## config.mk

```make
export PLATFORM = sky130hd
export DESIGN_NAME = output_accum_buffer_flat
export DESIGN_NICKNAME = d
export VERILOG_FILES = /design/src/rtl/output_accum_buffer_if.sv /design/src/rtl/output_accum_buffer.sv /design/src/flat_wrapper.sv
export SDC_FILE = /design/constraint.sdc
export NUM_CORES = 2
export LEC_CHECK = 0
export BUFFER_PORTS_ARGS = -buffer_cell sky130_fd_sc_hd__buf_2
export CAP_MARGIN = 5
export CORE_MARGIN = 4
export CORE_UTILIZATION = 30
export DETAILED_ROUTE_END_ITERATION = 8
export GPL_ROUTABILITY_DRIVEN = 0
export PLACE_DENSITY = 0.44
export SETUP_SLACK_MARGIN = 0.1
export SYNTH_ARGS = -nofsm -noshare
export SYNTH_HDL_FRONTEND = slang
export SYNTH_SLANG_ARGS = --single-unit
export TNS_END_PERCENT = 50
```

## constraint.sdc

```tcl
create_clock -name clk -period 9.9 [get_ports clk]
set_clock_uncertainty 0.1 [all_clocks]
set_input_delay 0.99 -clock clk [delete_from_list [all_inputs] [get_ports clk]]
set_output_delay 0.99 -clock clk [all_outputs]
set_load 0.1 [all_outputs]
```

## src/rtl/output_accum_buffer_if.sv

```systemverilog
// Stream bundle for the output accumulation buffer:
// array beats in, drained tile rows out.
interface output_accum_buffer_if #(
  parameter int COLS   = 8,
  parameter int DATA_W = 32
);
  logic                   in_valid;
  logic [COLS*DATA_W-1:0] in_data;
  logic                   out_valid;
  logic                   out_ready;
  logic [COLS*DATA_W-1:0] out_data;
  logic                   out_last;

  modport master (
    output in_valid,
    output in_data,
    output out_ready,
    input  out_valid,
    input  out_data,
    input  out_last
  );

  modport slave (
    input  in_valid,
    input  in_data,
    input  out_ready,
    output out_valid,
    output out_data,
    output out_last
  );
endinterface

```

## src/rtl/output_accum_buffer.sv

```systemverilog
// Tile store for skewed systolic array results with optional
// accumulation of K-partial tiles and row-wise ready/valid drain.
module output_accum_buffer #(
  parameter int COLS     = 8,
  parameter int DATA_W   = 32,
  parameter int DEPTH    = 8,
  parameter int COL_SKEW = 3
) (
  input  logic clk,
  input  logic rst,
  input  logic clear,
  input  logic start,
  input  logic start_acc,
  input  logic drain_req,
  output logic busy,
  output logic tile_ready,
  output logic err,
  output_accum_buffer_if.slave bus
);

  localparam int LOAD_BEATS = DEPTH + COL_SKEW * (COLS - 1);
  localparam int LC_W = $clog2(LOAD_BEATS);
  localparam int RP_W = $clog2(DEPTH);
  localparam logic [LC_W-1:0] LC_LAST = LC_W'(LOAD_BEATS - 1);
  localparam logic [RP_W-1:0] RP_LAST = RP_W'(DEPTH - 1);

  typedef enum logic [1:0] {
    IDLE,
    LOAD,
    HOLD,
    DRAIN
  } state_t;

  state_t                 state;
  logic [LC_W-1:0]        lc;
  logic [RP_W-1:0]        rp;
  logic                   acc;
  logic                   ov;
  logic                   ol;
  logic [COLS*DATA_W-1:0] od;
  logic                   ld_beat;
  int                     lc_i;
  logic [RP_W-1:0]        rd_ptr;
  logic [DATA_W-1:0]      rd_word [COLS];
  logic [COLS*DATA_W-1:0] rd_row;

  assign ld_beat = (state == LOAD) && bus.in_valid;
  assign lc_i    = int'(lc);

  // While a beat is pending, look ahead to the row that follows it.
  assign rd_ptr = ov ? rp + RP_W'(1) : rp;

  for (genvar g = 0; g < COLS; g++) begin : g_col
    localparam int OFF = COL_SKEW * g;

    logic [DATA_W-1:0] col_mem [DEPTH];
    logic              wr_en;
    logic [RP_W-1:0]   wr_row;
    logic [DATA_W-1:0] slice;
    logic [DATA_W-1:0] wr_val;

    assign slice  = bus.in_data[g*DATA_W +: DATA_W];
    assign wr_en  = ld_beat && (lc_i >= OFF) && (lc_i < OFF + DEPTH);
    assign wr_row = RP_W'(lc_i - OFF);
    assign wr_val = acc ? col_mem[wr_row] + slice : slice;
    assign rd_word[g] = col_mem[rd_ptr];

    // Column store: each (col,row) written once per tile, RMW in one cycle.
    always_ff @(posedge clk) begin
      if (wr_en) col_mem[wr_row] <= wr_val;
    end
  end

  // Pack the per-column read words into one output row.
  always_comb begin
    rd_row = '0;
    for (int i = 0; i < COLS; i++) begin
      rd_row[i*DATA_W +: DATA_W] = rd_word[i];
    end
  end

  // Control FSM with registered drain stream and error pulse.
  always_ff @(posedge clk) begin
    if (rst || clear) begin
      state <= IDLE;
      lc    <= '0;
      rp    <= '0;
      acc   <= 1'b0;
      ov    <= 1'b0;
      ol    <= 1'b0;
      od    <= '0;
      err   <= 1'b0;
    end else begin
      err <= 1'b0;
      unique case (state)
        IDLE: begin
          if (drain_req) err <= 1'b1;
          if (start) begin
            state <= LOAD;
            acc   <= 1'b0;
            lc    <= '0;
          end
        end
        LOAD: begin
          if (start || drain_req) err <= 1'b1;
          if (bus.in_valid) begin
            if (lc == LC_LAST) begin
              state <= HOLD;
              lc    <= '0;
            end else begin
              lc <= lc + LC_W'(1);
            end
          end
        end
        HOLD: begin
          if (drain_req) begin
            state <= DRAIN;
            rp    <= '0;
            if (start) err <= 1'b1;
          end else if (start) begin
            state <= LOAD;
            acc   <= start_acc;
            lc    <= '0;
          end
        end
        DRAIN: begin
          if (start || drain_req) err <= 1'b1;
          if (!ov) begin
            ov <= 1'b1;
            od <= rd_row;
            ol <= (rp == RP_LAST);
          end else if (bus.out_ready) begin
            if (ol) begin
              state <= IDLE;
              ov    <= 1'b0;
              ol    <= 1'b0;
              od    <= '0;
              rp    <= '0;
            end else begin
              rp <= rp + RP_W'(1);
              od <= rd_row;
              ol <= (rp + RP_W'(1) == RP_LAST);
            end
          end
        end
        default: state <= IDLE;
      endcase
    end
  end

  assign busy          = (state == LOAD) || (state == DRAIN);
  assign tile_ready    = (state == HOLD);
  assign bus.out_valid = ov;
  assign bus.out_last  = ol;
  assign bus.out_data  = od;

endmodule

```

## src/flat_wrapper.sv

```systemverilog
// flat-port wrapper written by rule: the top's interface ports become plain ports
module output_accum_buffer_flat 
#(
  parameter int COLS     = 8,
  parameter int DATA_W   = 32,
  parameter int DEPTH    = 8,
  parameter int COL_SKEW = 3
)
  (clk, rst, clear, start, start_acc, drain_req, busy, tile_ready, err, bus_in_valid, bus_in_data, bus_out_ready, bus_out_valid, bus_out_data, bus_out_last);
  output_accum_buffer_if #(.COLS(COLS), .DATA_W(DATA_W)) bus_i ();
  input  logic clk;
  input  logic rst;
  input  logic clear;
  input  logic start;
  input  logic start_acc;
  input  logic drain_req;
  output logic busy;
  output logic tile_ready;
  output logic err;
  input wire logic [$bits(bus_i.in_valid)-1:0] bus_in_valid;
  input wire logic [$bits(bus_i.in_data)-1:0] bus_in_data;
  input wire logic [$bits(bus_i.out_ready)-1:0] bus_out_ready;
  output wire logic [$bits(bus_i.out_valid)-1:0] bus_out_valid;
  output wire logic [$bits(bus_i.out_data)-1:0] bus_out_data;
  output wire logic [$bits(bus_i.out_last)-1:0] bus_out_last;
  assign bus_i.in_valid = bus_in_valid;
  assign bus_i.in_data = bus_in_data;
  assign bus_i.out_ready = bus_out_ready;
  assign bus_out_valid = bus_i.out_valid;
  assign bus_out_data = bus_i.out_data;
  assign bus_out_last = bus_i.out_last;
  output_accum_buffer #(.COLS(COLS), .DATA_W(DATA_W), .DEPTH(DEPTH), .COL_SKEW(COL_SKEW)) u_core (.clk(clk), .rst(rst), .clear(clear), .start(start), .start_acc(start_acc), .drain_req(drain_req), .busy(busy), .tile_ready(tile_ready), .err(err), .bus(bus_i));
endmodule
```

==> reports/results.ini <==
[timing]
worst_pin_slew_ns = 1.22
setup_violations = 0
slew_violations = 0
period_minus_slack_ns = 7.58
hold_viol = 0
relSlewSlack_pct = 18.9
fin_crit_sh_pct = 76.6
setup-tns-final_ns = 0
rsz0062_at_grt = false
clock.fmax_mhz = 132

[die]
die_y_um = 630
start_util_pct = 30.1
io_pins = 525
num_rows = 228
core_area_um2 = 385000
die_x_um = 630
die_area_um2 = 397000

[synth]
synth-edff-count = 2048
netlist_area_um2 = 116000
synth_fp_nets = 8582
yosys_warnings = 0
ys_top_cells_by_area = edfxtp_1 53%, mux4_2 17%, dfxtp_1 4.7%, a21oi_1 3.6%, nand2_1 3.1%
synth.top_cells.by_count = 2048 x edfxtp_1, 964 x nand2_1, 886 x mux4_2
async_flop_share_pct = 0
ys.flop_type = edfxtp_1
yosys_register_bits = 2321
syn_avg_cell_area_um2 = 14.4
yosysMostFrequentCell = edfxtp_1
seq_area_frac_synth_pct = 57.7
yosysUniqueCellTypes = 86
synth.top_cell.area_share_pct = 53.0
synthCells = 8048
synth_area_leader_cell = edfxtp_1

[clock_network]
clk_path_buf_depth = 4
cts_setup_buffers = 0
clk_pin_slew_ns = 0.06
cts-root-buf = clkbuf_16
cts_max_level = 5
worstSkewPairLatency_ns = 0.92
cts_resized = 0
clock_sinks = 2321
cts_tree = yes
cts_buffers = 288
cts.hold.buffers_added = 0

[route]
vias_per_cell = 5.40
drtPass1Iterations = 6
dr_total_vias = 75300
routedWlPerCell_um = 28.5
drtIter0Drc = 6177
ant_nets = 0
drt_wl_total_um = 396000
drc = 0

[worst_setup_path]
start_kind = flip-flop
crit_start = u_core.lc[1]
r2r_slack_ns = 2.32
worst-r2r-cell-count = 19
cp-end-kind = flip-flop
crit_required_ns = 10.44
r2r-start = u_core.lc[1]
crit_arrival_ns = 8.12
r2r-end = u_core.g_col[3].col_mem[7][31]
crit_end = u_core.g_col[3].col_mem[7][31]
critPathMaxFanout = 45
crit_type = reg2reg

[layout]
postLayoutCellArea_um2 = 135000
drive_gt1_share_pct = 28.0
nNetsFinal = 9045
syn_to_final_growth_pct = 16.2

[power]
p_leak_nw = 44.9
power.density_nw_per_um2 = 166
max-vdd-ir-drop_mv = 0.129

[grt]
grt_start_max_net_pins = 108
grt_antenna_before_repair = 57
grt_pass1_vias = 78300
grtUsageTotal_pct = 19.4
grt_pass1_wl_um = 569000
grt_overflow = 0

[placement]
dp_hpwl_um = 246000
io_buffers = 524
placed_area_um2 = 125000

[status]
status = finished clean

[job]
drv_cap = 0

[hold_path]
hold_class = in2reg

power by group:
group	switching, mW	total, mW	internal (mW)
combinational	0.675	1.08	0.405
sequential	0.00635	10.7	10.6
clock	4.37	10.7	6.33
flip-flops by register name, summed over array words and instances, names as in the netlist, named ones only:
name                  cells
u_core.acc                1
u_core.bus.out_valid      1
u_core.state              2
u_core.lc                 5
u_core.g_col.col_mem   2048
u_core.rp                 3
u_core.bus.out_last       1
u_core.err                1
u_core.bus.out_data     256
worst max-delay path, stage by stage, from the launching register on:
cell       delay, ns
dfxtp_4         0.85
inv_1           0.39
ha_4            0.66
clkinv_2        0.47
nand2_2         0.29
buf_4           0.53
nor2_1          0.28
a22o_1          0.24
a221oi_1        0.32
o221ai_1        0.26
ha_1            0.30
a2111oi_0       0.37
o21a_1          0.19
o21ai_0         0.16
o31a_1          0.36
a21bo_2         0.30
a21oi_1         0.35
o21ai_0         0.20
mux2i_1         0.17
xnor2_1         0.46
cells by family (layout without fill, tap and decap cells):
group,Yosys count,in the layout,synth area share [%]
simple gates,1740,1740,6.21
flops,2321,2321,57.7
xor+xnor,222,222,1.68
buf+inv,602,1297,2.07
compound gates,1654,1654,8.77
mux,1239,1239,20.6
fa+ha+maj,270,270,2.96
other cells,0,17,0
layout by cell type (no fill, tap or decap), drive strengths merged, types with 53 or more instances in the layout:
cell type / count
inv: 95
a22oi: 115
xor2: 68
nand3: 73
o21ai: 155
ha: 262
nand2: 965
clkbuf: 379
mux2: 301
a21oi: 845
a21o: 141
mux4: 886
nor2: 477
dfxtp: 273
a31oi: 53
clkinv: 92
buf: 696
xnor2: 154
edfxtp: 2048
nand4: 56
cell type report:
| class | instances | area, um2 |
|---|---|---|
| well taps | 5175 | 6470 |
| clock buffers | 379 | 7900 |
| fillers | 36900 | 251000 |
| diodes | 17 | 42.5 |
| repair buffers | 696 | 4110 |
| inverters | 79 | 300 |
| clock inverters | 143 | 1700 |
| flip-flops and latches | 2321 | 67000 |
| multi-input cells | 5125 | 47300 |
worst min path at each step:
stage | cells past startpoint | to | startpoint | slack [ns]
final | 3 | u_core.err | drain_req | 0.28
after global routing | 3 | u_core.err | start | 0.25
after CTS | 3 | u_core.err | drain_req | 0.16
after detailed placement | 2 | u_core.bus.out_data[14] | u_core.bus.out_data[14] | 0.37
after global placement | 2 | u_core.bus.out_data[219] | u_core.bus.out_data[219] | 0.36
after floorplan | 2 | u_core.rp[2] | u_core.rp[2] | 0.35
per-layer routing:
metal	routed length [um]	part of all wire, %	track usage, %	vias to the layer above
met3	21500	5.4	2.90	635
met1	165000	42	25.1	39400
li1	-	-	-	32900
met2	197000	50	33.5	2376
met5	138	0.035	0	-
met4	13200	3.3	5.94	20
metrics by stage:
step           cells  setup WS (ns)  power (mW)  utilization (%)  hold slack (ns)
2_1_floorplan   8048           2.53        11.6                -            0.347
3_3_place_gp   13400           2.48        11.9             32.5            0.363
3_5_place_dp   13400           2.25        11.9             32.5            0.372
4_1_cts        13900           2.19        22.8             35.0            0.163
5_1_grt        13900           1.75        23.3             35.0            0.249
6_report       13900           2.32        22.4             35.0            0.282
Power figures use the tool's default switching activity.
